[config.mk]
export PLATFORM = sky130hd
export DESIGN_NAME = mem_port_arbiter
export DESIGN_NICKNAME = d
export VERILOG_FILES = /design/src/rtl/mem_port_arbiter.sv
export SDC_FILE = /design/constraint.sdc
export NUM_CORES = 1
export LEC_CHECK = 0
export ABC_AREA = 1
export BUFFER_PORTS_ARGS = -buffer_cell sky130_fd_sc_hd__buf_4
export CAP_MARGIN = 15
export CORE_UTILIZATION = 40
export DETAILED_ROUTE_END_ITERATION = 12
export PLACE_DENSITY = 0.69
export SYNTH_ARGS = -nofsm -noshare
export SYNTH_HDL_FRONTEND = slang
export SYNTH_SLANG_ARGS = --single-unit
[constraint.sdc]
create_clock -name CLK -period 1.9 [get_ports CLK]
set_input_delay 0.57 -clock CLK [delete_from_list [all_inputs] [get_ports CLK]]
set_output_delay 0.57 -clock CLK [all_outputs]
set_load 0.05 [all_outputs]
[src/rtl/mem_port_arbiter.sv]
// Purpose: shares one single-ported memory between the instruction-fetch (I) and load/store (D) requesters.
// Latency: read ACK at decision+RD_LAT+2, write ACK at decision+2; a new CMD can follow DONE directly.
// Backpressure: a requester holds REQ until its GNT; the loser keeps waiting and wins the next conflict (round-robin).
//
// Ports:
//   CLK, RSTn                     clock, asynchronous active-low reset
//   I_REQ/I_ADDR -> I_GNT/I_ACK/I_RDATA                instruction read side
//   D_REQ/D_WE/D_BE/D_ADDR/D_WDATA -> D_GNT/D_ACK/D_RDATA  load/store side
//   MEM_CSN/MEM_WEN/MEM_BE/MEM_ADDR/MEM_WDATA, MEM_RDATA    memory port (active-low strobes)
//   BUSY                          FSM not idle
//   CONFLICT_CNT                  saturating count of decisions taken with both sides requesting
module mem_port_arbiter #(
    parameter int AW     = 12,
    parameter int RD_LAT = 1,
    parameter int CNT_W  = 32
) (
    input  logic             CLK,
    input  logic             RSTn,
    input  logic             I_REQ,
    input  logic [AW-1:0]    I_ADDR,
    output logic             I_GNT,
    output logic             I_ACK,
    output logic [31:0]      I_RDATA,
    input  logic             D_REQ,
    input  logic             D_WE,
    input  logic [3:0]       D_BE,
    input  logic [AW-1:0]    D_ADDR,
    input  logic [31:0]      D_WDATA,
    output logic             D_GNT,
    output logic             D_ACK,
    output logic [31:0]      D_RDATA,
    output logic             MEM_CSN,
    output logic             MEM_WEN,
    output logic [3:0]       MEM_BE,
    output logic [AW-1:0]    MEM_ADDR,
    output logic [31:0]      MEM_WDATA,
    input  logic [31:0]      MEM_RDATA,
    output logic             BUSY,
    output logic [CNT_W-1:0] CONFLICT_CNT
);

    typedef enum logic [1:0] {IDLE, CMD, WAIT, DONE} state_t;

    localparam logic [CNT_W-1:0] CNT_MAX  = '1;
    localparam logic [2:0]       LAT_INIT = 3'(RD_LAT);

    state_t     state;
    logic       win_d;      // 1: current transaction belongs to D side
    logic       we_q;       // current transaction is a write
    logic       last_d;     // side that won the previous decision (1 = D)
    logic [2:0] lat_cnt;    // remaining WAIT cycles, last one is 1
    logic       pick_d;

    // D wins when it is alone, or when both request and I won last time.
    assign pick_d = D_REQ && (!I_REQ || !last_d);
    assign BUSY   = (state != IDLE);

    always_ff @(posedge CLK or negedge RSTn) begin
        if (!RSTn) begin
            state        <= IDLE;
            win_d        <= 1'b0;
            we_q         <= 1'b0;
            last_d       <= 1'b0;
            lat_cnt      <= '0;
            I_GNT        <= 1'b0;
            I_ACK        <= 1'b0;
            I_RDATA      <= '0;
            D_GNT        <= 1'b0;
            D_ACK        <= 1'b0;
            D_RDATA      <= '0;
            MEM_CSN      <= 1'b1;
            MEM_WEN      <= 1'b1;
            MEM_BE       <= '0;
            MEM_ADDR     <= '0;
            MEM_WDATA    <= '0;
            CONFLICT_CNT <= '0;
        end else begin
            // Strobes and pulses default inactive; address/wdata hold their last value.
            I_GNT   <= 1'b0;
            D_GNT   <= 1'b0;
            I_ACK   <= 1'b0;
            D_ACK   <= 1'b0;
            MEM_CSN <= 1'b1;
            MEM_WEN <= 1'b1;
            MEM_BE  <= '0;
            case (state)
                IDLE, DONE: begin
                    if (I_REQ || D_REQ) begin
                        state   <= CMD;
                        win_d   <= pick_d;
                        last_d  <= pick_d;
                        MEM_CSN <= 1'b0;
                        if (pick_d) begin
                            we_q      <= D_WE;
                            MEM_WEN   <= ~D_WE;
                            MEM_BE    <= D_BE;
                            MEM_ADDR  <= D_ADDR;
                            MEM_WDATA <= D_WDATA;
                            D_GNT     <= 1'b1;
                        end else begin
                            // Instruction fetch is always a full-word read; write data is left untouched.
                            we_q      <= 1'b0;
                            MEM_BE    <= 4'hF;
                            MEM_ADDR  <= I_ADDR;
                            I_GNT     <= 1'b1;
                        end
                        if (I_REQ && D_REQ && (CONFLICT_CNT != CNT_MAX))
                            CONFLICT_CNT <= CONFLICT_CNT + CNT_W'(1);
                    end else begin
                        state <= IDLE;
                    end
                end
                CMD: begin
                    if (we_q) begin
                        state <= DONE;
                        I_ACK <= ~win_d;
                        D_ACK <= win_d;
                    end else begin
                        state   <= WAIT;
                        lat_cnt <= LAT_INIT;
                    end
                end
                WAIT: begin
                    if (lat_cnt == 3'd1) begin
                        state <= DONE;
                        I_ACK <= ~win_d;
                        D_ACK <= win_d;
                        if (win_d) D_RDATA <= MEM_RDATA;
                        else       I_RDATA <= MEM_RDATA;
                    end else begin
                        lat_cnt <= lat_cnt - 3'd1;
                    end
                end
                default: state <= IDLE;
            endcase
        end
    end

endmodule

==> results.ini <==
[floorplanning]
io_pins = 248
initial_core_util = 0.410
die_h_um = 135
core_mm2 = 0.0174
rows = 48
dieArea_mm2 = 0.0183
die_x_um = 135

[logic_synthesis]
synthTopCellsByCount = nand2_1 (386), dfrtp_1 (155), inv_1 (73), nor2_1 (62), o21ai_0 (57)
synth-simple-area-share = 0.271
synth_edf_count = 0
synth_top_family_by_area = simple AND/OR/NAND/NOR gates
ys.flop_type = dfrtp_1
avgSynthCellArea_um2 = 8.25
synth_fa_ha_area_frac = 0.0106
synthArstFlopShare = 1.00
synth.most_common_cell = nand2_1
yosysTopAreaCell = dfrtp_1
synth_xor_area_frac = 0.0160
synth_top_cell_area_share = 0.545
synth-seq-cells = 157
synthMuxAreaShare = 0.00475
synth_compound_area_frac = 0.0779
synth_cells = 862
yosysSeqAreaShare = 0.553
ys_types = 33
synth_area_mm2 = 0.00711
ys_top_cells_by_area = dfrtp_1 (55%), nand2_1 (20%), o21ai_0 (4.0%)
yosys_warnings = 0
synth_fp_nets = 965

[final_layout]
antennaDiodeCount = 0
area_delta_synth_final_pct = 40.5
stdcell_area_mm2 = 0.00999
nets = 1236
drive_gt1_frac = 0.291
n_fill_cell = 1553

[routing]
routed_wl_um = 19200
route.detailed.drc = 0
first_pass_iters = 5
vias = 6458
ant_nets = 0
wl_per_cell_um = 14.0
via_per_inst = 4.71
first_iter_violations = 395

[timing]
relSlewSlack = 0.636
tns_ns = 0
rsz0062_at_grt = false
fin_crit_ns = 1.83
post-route-period-util = 0.961
finalSetupViolCount = 0
fmax_mhz = 548
max_slew.worst_pin.slew_ns = 0.543
hold_viol = 0
maxSlewViolCount = 0
finalClockSkew_ns = 0.0115

[clock_network]
h-tree-depth = 4
clkLatencyLatePin_ns = 0.42
path_clk_slew_ns = 0.07
cts-buffers-inserted = 17
cts.sinks = 157
cts_buffer_depth = 2
ctsRootBufferMaster = clkbuf_16
ctsHoldBuffers = 0
cts_tree = done

[min_path]
hold_path.class = in -> async

[power]
finalPower_w = 0.0188
vdd_drop_max_v = 0.00122
power_leakage_nw = 5.18
powerDensity_mw_per_mm2 = 1880

[worst_setup_path]
critPathLaunchType = flop
crit_fanout = 3
crit_arrival_ns = 1.26
crit_slowest_cell = dfrtp_1
reg2reg_depth = 9
cpPeakStageDelay_ns = 0.36
crit_type = reg -> out
critPathRequiredTime_ns = 1.33
crit_path_end_kind = output pin
crit_chain = inv_2, ha_1, inv_1, buf_6

[global_route]
grt_pass1_wl_um = 30300
grt_pass1_vias = 6253
grt_overflow = 0
track_usage = 0.212
grt_max_degree = 65
antenna_found_initial = 0

[place]
dp_hpwl_um = 13900
gp_congestion = 0.911
place_area_mm2 = 0.00939
port_buffers = 247

[outcome]
status = complete, no violations

[job]
cap_viol_max_count = 0

## path summary, 6_finish.rpt
path | slack (ns) | end | start
max | 0.07 | BUSY | state[0]
min | 0.05 | CONFLICT_CNT[19] | RSTn
max reg2reg | 0.16 | CONFLICT_CNT[12] | CONFLICT_CNT[13]
min reg2reg | 0.48 | MEM_WDATA[30] | MEM_WDATA[30]
max in group asynchronous | 1.20 | MEM_WDATA[4] | RSTn
min in group CLK | 0.33 | MEM_WEN | D_WE
## state kept, by name (all words and copies together), names as in the netlist
signal        cells
state             2
lat_cnt           3
I_GNT             1
I_ACK             1
MEM_WEN           1
MEM_BE            4
D_GNT             1
we_q              1
last_d            1
CONFLICT_CNT     32
MEM_WDATA        32
D_ACK             1
I_RDATA          32
D_RDATA          32
MEM_ADDR         12
MEM_CSN           1
## where the power goes
group	total (W)	leakage (nW)	internal, W	switching (W)
logic	0.0101	2.97	0.00301	0.00708
registers	0.00544	1.94	0.00469	0.000750
clock network	0.00328	0.273	0.00182	0.00145
total	0.0188	5.18	0.00953	0.00928
## critical path, delay by kind of cell, from the launching register on
kind	cells	cell delay [ns]
adders and majority gates	1	0.19
buffers and inverters	3	0.28
DFF	1	0.36
## per-stage QoR
stage,instances,utilization,setup slack (ns),hold slack (ns)
final,1371,0.576,0.0744,0.0509
after floorplan,862,-,0.0869,0.274
after CTS,1368,0.573,0.00390,0.0489
after global routing,1371,0.576,0.00297,0.0571
after global placement,1336,0.541,0.160,0.464
after detailed placement,1336,0.541,0.122,0.467
## cells in the final DEF (no fill, tap or decap), types with 2 or more instances in the layout
cell type / n
buf_6: 3
o21a_1: 29
nand3_1: 19
xor2_1: 5
o21ai_0: 57
inv_2: 3
nor2_2: 4
nand2_2: 2
dfrtp_1: 153
a21oi_1: 3
nor2_1: 62
nand2_1: 385
buf_12: 7
nand3b_1: 2
inv_1: 72
mux2_2: 3
buf_4: 266
ha_1: 6
clkbuf_16: 18
clkinv_2: 4
clkinvlp_4: 3
xnor2_1: 8
nor3_1: 2
dfrtp_2: 2
o31ai_1: 2
dfstp_2: 2
inv_6: 5
nand2_4: 2
nand4_1: 4
## layout make-up
class | count | area (um^2) | share of cell area
Tap cell | 225 | 282 | 0.0282
Clock inverter | 15 | 136 | 0.0136
Multi-Input combinational cell | 602 | 2710 | 0.271
Sequential cell | 157 | 3930 | 0.394
Clock buffer | 17 | 425 | 0.0426
Timing Repair Buffer | 278 | 2210 | 0.221
Inverter | 77 | 292 | 0.0292
## cell families (layout without fill, tap and decap cells)
family | count (synthesis) | count (layout)
AO/OA/AOI/OAI | 94 | 94
XOR/XNOR | 13 | 13
adder cells (fa/ha/maj) | 6 | 6
buffers and inverters | 103 | 387
flip-flops | 157 | 157
multiplexers | 3 | 3
AND/OR/NAND/NOR | 486 | 486
## per-layer routing
metal  up-vias  track usage  wire [um]
met4         0       0.0974        508
met1      3023        0.269       8240
met5         -            0          0
li1       3195            -          -
met2       197        0.338       9340
met3        43       0.0531       1150
## what timing repair did
| action | in CTS | in global routing |
|---|---|---|
| gates resized for setup | 0 | 6 |
| setup buffers | 0 | 1 |
| setup endpoints to repair | 0 | 27 |
Note: power is estimated with default switching activity, not from simulation.
